==> src/rtl/imem_pkg.sv <==
// rtl/imem_pkg.sv - shared types and sizing for imem_responder; IMEM_PREFETCH_EN selects the two-entry prefetching build
package imem_pkg;

    // Tags are stored at this width; the responder's ADDR_W must not exceed it.
    localparam int IMEM_TAG_W = 30;

`ifdef IMEM_PREFETCH_EN
    localparam int IMEM_ENTRIES = 2;
`else
    localparam int IMEM_ENTRIES = 1;
`endif

    localparam int IMEM_IDX_W = 1;

    typedef enum logic {
        IDLE,
        BUSY
    } imem_state_t;

    typedef struct packed {
        logic                  valid;
        logic [IMEM_TAG_W-1:0] tag;
        logic [31:0]           word;
    } imem_entry_t;

endpackage

==> src/rtl/imem_entry_buf.sv <==
// rtl/imem_entry_buf.sv - tagged instruction word buffer: tag compare, hit index, victim select, write port
// IMEM_PREFETCH_EN adds a second compare port used to look for the next sequential tag.
module imem_entry_buf
    import imem_pkg::*;
#(
    parameter int ADDR_W = IMEM_TAG_W
) (
    input  logic                  cpu_clk,
    input  logic                  cpu_rst,
    input  logic [ADDR_W-1:0]     lookup_addr,
    output logic                  lookup_hit,
    output logic [IMEM_IDX_W-1:0] lookup_idx,
    output logic [31:0]           lookup_word,
`ifdef IMEM_PREFETCH_EN
    input  logic [ADDR_W-1:0]     probe_addr,
    output logic                  probe_hit,
`endif
    output logic [IMEM_IDX_W-1:0] victim_idx,
    input  logic                  touch_en,
    input  logic [IMEM_IDX_W-1:0] touch_idx,
    input  logic                  wr_en,
    input  logic [IMEM_IDX_W-1:0] wr_idx,
    input  logic [ADDR_W-1:0]     wr_tag,
    input  logic [31:0]           wr_word
);

    imem_entry_t           entries [IMEM_ENTRIES];
    logic [IMEM_IDX_W-1:0] mru_idx;

    always_comb begin
        lookup_hit  = 1'b0;
        lookup_idx  = '0;
        lookup_word = '0;
        for (int i = 0; i < IMEM_ENTRIES; i++) begin
            if (entries[i].valid && (entries[i].tag == IMEM_TAG_W'(lookup_addr))) begin
                lookup_hit  = 1'b1;
                lookup_idx  = IMEM_IDX_W'(i);
                lookup_word = entries[i].word;
            end
        end
    end

`ifdef IMEM_PREFETCH_EN
    always_comb begin
        probe_hit = 1'b0;
        for (int i = 0; i < IMEM_ENTRIES; i++) begin
            if (entries[i].valid && (entries[i].tag == IMEM_TAG_W'(probe_addr))) begin
                probe_hit = 1'b1;
            end
        end
    end
`endif

    // Lowest invalid entry wins; with every entry valid, replace the one not most recently hit.
    always_comb begin
        victim_idx = (IMEM_ENTRIES > 1) ? IMEM_IDX_W'(~mru_idx) : '0;
        for (int i = IMEM_ENTRIES - 1; i >= 0; i--) begin
            if (!entries[i].valid) begin
                victim_idx = IMEM_IDX_W'(i);
            end
        end
    end

    always_ff @(posedge cpu_clk) begin
        if (cpu_rst) begin
            for (int i = 0; i < IMEM_ENTRIES; i++) begin
                entries[i] <= '0;
            end
            mru_idx <= '0;
        end else begin
            if (wr_en) begin
                entries[wr_idx] <= '{valid: 1'b1, tag: IMEM_TAG_W'(wr_tag), word: wr_word};
            end
            if (touch_en) begin
                mru_idx <= touch_idx;
            end
        end
    end

endmodule

==> src/rtl/imem_responder.sv <==
// rtl/imem_responder.sv - fetch-side instruction word responder backed by a variable-latency memory port
// IMEM_PREFETCH_EN enables a speculative fill of the next sequential word after each response.
module imem_responder
    import imem_pkg::*;
#(
    parameter int ADDR_W = 30
) (
    input  logic              cpu_clk,
    input  logic              cpu_rst,
    input  logic              ins_req,
    input  logic [ADDR_W-1:0] addr,
    output logic              ins_res,
    output logic [31:0]       data,
    output logic              mem_req,
    output logic [ADDR_W-1:0] mem_addr,
    input  logic              mem_ack,
    input  logic [31:0]       mem_rdata
);

    imem_state_t           state_q, state_d;
    logic [ADDR_W-1:0]     fill_tag_q, fill_tag_d;
    logic [IMEM_IDX_W-1:0] fill_idx_q, fill_idx_d;

    logic                  lookup_hit;
    logic [IMEM_IDX_W-1:0] lookup_idx;
    logic [31:0]           lookup_word;
    logic [IMEM_IDX_W-1:0] victim_idx;

    logic live_req;
    logic hit;
    logic miss;
    logic fill_done;

    // The cycle carrying a response never starts a new lookup, so fetch can advance addr without a duplicate.
    assign live_req  = ins_req && !ins_res;
    assign hit       = live_req && lookup_hit;
    assign miss      = live_req && !lookup_hit;
    assign fill_done = (state_q == BUSY) && mem_ack;

    assign mem_req  = (state_q == BUSY);
    assign mem_addr = fill_tag_q;

`ifdef IMEM_PREFETCH_EN
    logic [ADDR_W-1:0]     resp_tag_q;
    logic [IMEM_IDX_W-1:0] resp_idx_q;
    logic [ADDR_W-1:0]     pf_tag;
    logic                  pf_hit;
    logic                  pf_go;

    assign pf_tag = resp_tag_q + ADDR_W'(1);
    // A response cycle can never carry a live request, so no demand miss competes here.
    assign pf_go  = ins_res && !pf_hit;

    always_ff @(posedge cpu_clk) begin
        if (cpu_rst) begin
            resp_tag_q <= '0;
            resp_idx_q <= '0;
        end else if (hit) begin
            resp_tag_q <= addr;
            resp_idx_q <= lookup_idx;
        end
    end
`endif

    imem_entry_buf #(
        .ADDR_W (ADDR_W)
    ) u_entry_buf (
        .cpu_clk     (cpu_clk),
        .cpu_rst     (cpu_rst),
        .lookup_addr (addr),
        .lookup_hit  (lookup_hit),
        .lookup_idx  (lookup_idx),
        .lookup_word (lookup_word),
`ifdef IMEM_PREFETCH_EN
        .probe_addr  (pf_tag),
        .probe_hit   (pf_hit),
`endif
        .victim_idx  (victim_idx),
        .touch_en    (hit),
        .touch_idx   (lookup_idx),
        .wr_en       (fill_done),
        .wr_idx      (fill_idx_q),
        .wr_tag      (fill_tag_q),
        .wr_word     (mem_rdata)
    );

    always_comb begin
        state_d    = state_q;
        fill_tag_d = fill_tag_q;
        fill_idx_d = fill_idx_q;
        case (state_q)
            IDLE: begin
                if (miss) begin
                    state_d    = BUSY;
                    fill_tag_d = addr;
                    fill_idx_d = victim_idx;
                end
`ifdef IMEM_PREFETCH_EN
                else if (pf_go) begin
                    state_d    = BUSY;
                    fill_tag_d = pf_tag;
                    fill_idx_d = resp_idx_q ^ 1'b1;
                end
`endif
            end
            BUSY: begin
                // Fills always run to completion; a waiting miss is re-evaluated once back in IDLE.
                if (mem_ack) begin
                    state_d = IDLE;
                end
            end
            default: state_d = IDLE;
        endcase
    end

    always_ff @(posedge cpu_clk) begin
        if (cpu_rst) begin
            state_q    <= IDLE;
            fill_tag_q <= '0;
            fill_idx_q <= '0;
            ins_res    <= 1'b0;
            data       <= '0;
        end else begin
            state_q    <= state_d;
            fill_tag_q <= fill_tag_d;
            fill_idx_q <= fill_idx_d;
            ins_res    <= hit;
            if (hit) begin
                data <= lookup_word;
            end
        end
    end

endmodule
==> config.mk <==
export PLATFORM = sky130hd
export DESIGN_NAME = imem_responder
export DESIGN_NICKNAME = d
export VERILOG_FILES = /design/src/rtl/imem_pkg.sv /design/src/rtl/imem_entry_buf.sv /design/src/rtl/imem_responder.sv
export SDC_FILE = /design/constraint.sdc
export NUM_CORES = 1
export LEC_CHECK = 0
export ABC_AREA = 1
export BUFFER_PORTS_ARGS = -buffer_cell sky130_fd_sc_hd__buf_2
export CAP_MARGIN = 20
export CORE_UTILIZATION = 50
export CTS_BUF_LIST = sky130_fd_sc_hd__clkbuf_8
export DETAILED_ROUTE_END_ITERATION = 6
export PLACE_DENSITY = 0.82
export SYNTH_ARGS = -nofsm -noshare
export SYNTH_HDL_FRONTEND = slang
export SYNTH_SLANG_ARGS = --single-unit
==> constraint.sdc <==
create_clock -name cpu_clk -period 5.2 [get_ports cpu_clk]
set_clock_uncertainty 0.1 [all_clocks]
set_input_delay 0 -clock cpu_clk [delete_from_list [all_inputs] [get_ports cpu_clk]]
set_output_delay 0 -clock cpu_clk [all_outputs]
set_load 0.03 [all_outputs]
==> metrics list <==
- The biggest area contributor in the post-synthesis netlist is edfxtp_1.
- Buffers placed on the I/O ports in this run total 129.
- Outcome: completed
* Power per cell area: about 310 nW/um^2
* Area overhead of the layout relative to synthesis: 31.8%
- The region available for standard cell placement spans between 10000 and 15000 um^2.
- In the synthesized netlist the async set-or-reset flop fraction comes to 0%.
- By area the synthesized netlist is led by edfxtp_1 (33%), dfxtp_1 (22%), nor2_1 (11%).
- Prior to clock tree synthesis, the placed netlist has a worst setup slack of roughly 2400 ps.
* Syn avg cell area: roughly 7.7 um^2
- Top-level port count: between 100 and 150
- Critical R2R Launch: ins_res$_SDFF_PP0_
- In this run the worst path has a maximum fanout of 33.
* Largest net degree at the start of global routing: 64
* Post-synth design cell area: 5780 um^2
- Total Negative Setup Slacks: 0 ps
- For this configuration, the core starts out at a cell density of a little over half.
* Via count of the first global-routing pass: 4932
- Gp weighted congestion: a little under 0.9
* Final worst-path cycle share: roughly 54%
* Routed met1 length: approximately 6200 um
- Antenna-violating nets left: 0
* Data required time of the worst path: between 5000 and 6000 ps
* R2r endpoint: data[11]$_SDFFE_PP0P_
* Count of mapped cells out of synthesis: between 700 and 800
- Counting flops with a built-in enable in the synthesized netlist gives 63.
- CTS built an H-tree with a depth of 4.
- Setup slack on the critical path of the routed design comes to around 2400 ps.
* Number of buffers between clock root and the deepest sink: 2
* DR vias/cell: roughly 4.8
- For this design, the sink count on the clock tree is between 100 and 150.
* Clock Latency Late Sink: about 430 ps
* Die area: around 12000 um^2
* Number of resized instances in the post-cts repair step: 0
- The Yosys step of the flow raised 0 warnings.
* Root Driver: clkbuf_8
- Final Max Slew Viols: 0
- Across all layers, the routed design uses 5227 vias.
- After clock tree synthesis, the clock-pin slew on the worst setup and hold paths is around 90 ps.
- Post-detail-place hpwl: around 9000 um
- The most critical setup path has its startpoint at ins_res$_SDFF_PP0_.
- The worst setup path is of the register to register kind.
- Setup repair after global routing left no endpoint under its margin.
- Once layout is complete, the cells apart from fillers number 1096.
* Total length of routed wires: 14500 um
- After routing the design area is between 7000 and 8000 um^2.
- After the last flow step, the layout net total stands at around 1000.
- For this run, design rule violations remaining after detail routing come to 0.
- After detailed placement, the design holds a cell count of roughly 1000.
* GRT Util Overall: around a quarter
- TritonCTS built the clock tree.
- The routed design uses between 7000 and 8000 um of met2 wire.
- 0 antenna diodes ended up in the layout.
* Relative slew slack: between 30 and 40%
- Dividing the detail-routed wire length by the instance count gives ~13 um.
- In this run the top signal layer used is met4.
- Leak pwr: between 3 and 4 nW
- The number of antenna violations at the first check in global routing came to 0.
* Chip Width: 109 um
- For this run, the detailed router's first-pass iteration total came to 5.
* Timing endpoint of the critical path: data[11]$_SDFFE_PP0P_
- Summed over all nets, wire length on met3 after detailed routing comes to 903 um.
- Area share of the leading cell type in the synthesized netlist: 32.7%
* # Post-CTS Setup Buffers: 0
- Total power consumption of the routed design: 0.00237 W
- From bottom edge to top edge, the die measures roughly 110 um.
- Worst setup EP type: register
- Global-route wire length before repair: 22800 um
- R2R cell count: 5
- Maximum Capacitance Violations: 0
- STA puts the critical path data arrival time at 3080 ps.
- Predominant post-synthesis flop cell: dfxtp_1
- After synthesis, flip-flops and latches occupy around 55% of the total area.
- The synthesized design contains roughly 130 register bits.
* Achievable clock frequency: ~350 MHz
* Placement Cell Area: 6510 um^2
- Worst Hold Launch: ins_req
* Final critical delay including setup and external delays: between 2000 and 3000 ps
- Tightest Pin Transition: 969 ps
- Setup violations remaining at the end of the flow were counted as 0.
- Crit start category: register
* Number of standard-cell rows in the floorplan: 38
- Number of buffers created by CTS: 17
* Distinct cell type count after synthesis: 28
* Number of nets produced by synthesis: 819
- Aggregate global routing overflow: 0
- Setup slack, reg-to-reg: 2380 ps
* Number of design-rule violations left by the first detailed-router iteration: 380
* Fraction of layout cells with a size suffix above 1: about a fifth
- In this run the worst hold path is classified as input pin to register.
- Final Hold Violating Endpoints: 0
- VDD sags by at most approximately 160 uV.
-- sequential cells by signal, indices dropped and copies added (netlist names) --
name,flops
u_entry_buf.entries,63
mem_addr,30
ins_res,1
data,32
mem_req,1
-- synth_stat cells (5+ instances only) --
library cell    n
nor2_1        176
nand2_1       160
inv_1         149
dfxtp_1        64
edfxtp_1       63
nand4_1        34
o21ai_0        25
clkbuf_1       18
o21ai_1        12
xnor2_1         7
clkinv_1        6
inv_2           6
nand3_1         5
-- worst max-delay path, stage by stage (launching register included) --
cell	delay (ps)
dfxtp_1	330
nor2_2	750
nand3_2	700
clkinv_2	610
nor2_1	110
nor2_1	140
-- per-stage QoR --
| stage | util [%] | hold slack, ps |
|---|---|---|
| 5_1_grt | 69.0 | 116 |
| 4_1_cts | 68.8 | 84.0 |
| 3_5_place_dp | 59.0 | 148 |
| 3_3_place_gp | 58.9 | 161 |
| 6_report | 69.0 | 108 |
| 2_1_floorplan | - | -28.5 |
-- cells by family after synthesis --
family                    Yosys count  synth area share, %
and+or+nand+nor                   384                 26.9
buffers and inverters             192                 13.2
DFF                               127                 54.9
AOI/OAI and AO/OA                  43                 3.86
xor gates and xnor gates            7                 1.06
-- cell usage in the layout, fill, tap and decap left out, types with 3 or more instances in the layout --
master	synthesis	layout
buf_2	4	129
buf_4	3	5
bufinv_16	0	3
clkbuf_8	0	17
clkinv_1	6	6
dfxtp_1	64	64
dlygate4sd3_1	0	65
edfxtp_1	63	63
inv_1	149	149
inv_2	6	6
inv_6	0	5
inv_8	0	3
nand2_1	160	160
nand3_1	5	5
nand4_1	34	34
nor2_1	176	175
nor2_2	2	3
o21ai_0	25	24
o21ai_1	12	12
o22ai_1	4	4
xnor2_1	7	7
-- how the worst min path moves through the flow --
stage / end / slack [ps] / cells after the start
6_report: mem_addr[0]$_SDFFE_PP0P_ / 110 / 6
5_1_grt: mem_addr[0]$_SDFFE_PP0P_ / 120 / 6
4_1_cts: mem_addr[0]$_SDFFE_PP0P_ / 80 / 6
3_5_place_dp: ins_res$_SDFF_PP0_ / 150 / 2
3_3_place_gp: ins_res$_SDFF_PP0_ / 160 / 2
2_1_floorplan: ins_res$_SDFF_PP0_ / -30 / 1
-- layout make-up --
| cell class | count | area, um^2 |
|---|---|---|
| repair buffers | 201 | 1370 |
| clock buffers | 17 | 234 |
| inverters | 162 | 609 |
| multi-input cells | 434 | 1850 |
| fillers | 863 | 3420 |
| flip-flops and latches | 127 | 3170 |
| well taps | 140 | 175 |
| clock inverters | 15 | 198 |
-- report_power, final --
group | leakage, nW | internal, W | switching, W
Sequential | 1.18 | 0.00110 | 0.0000218
Combinational | 2.49 | 0.000121 | 0.000198
Clock | 0.218 | 0.000492 | 0.000437
-- timing repair --
item,CTS,global route
hold endpoints to repair,64,0
hold buffers,65,0
endpoints found under the setup margin,0,0
-- layer usage --
layer,track usage [%],vias up
li1,-,2658
met1,31.1,2351
met3,5.28,30
met4,9.52,0
met2,42.5,188
met5,0,-
Note: power is estimated with default switching activity, not from simulation.
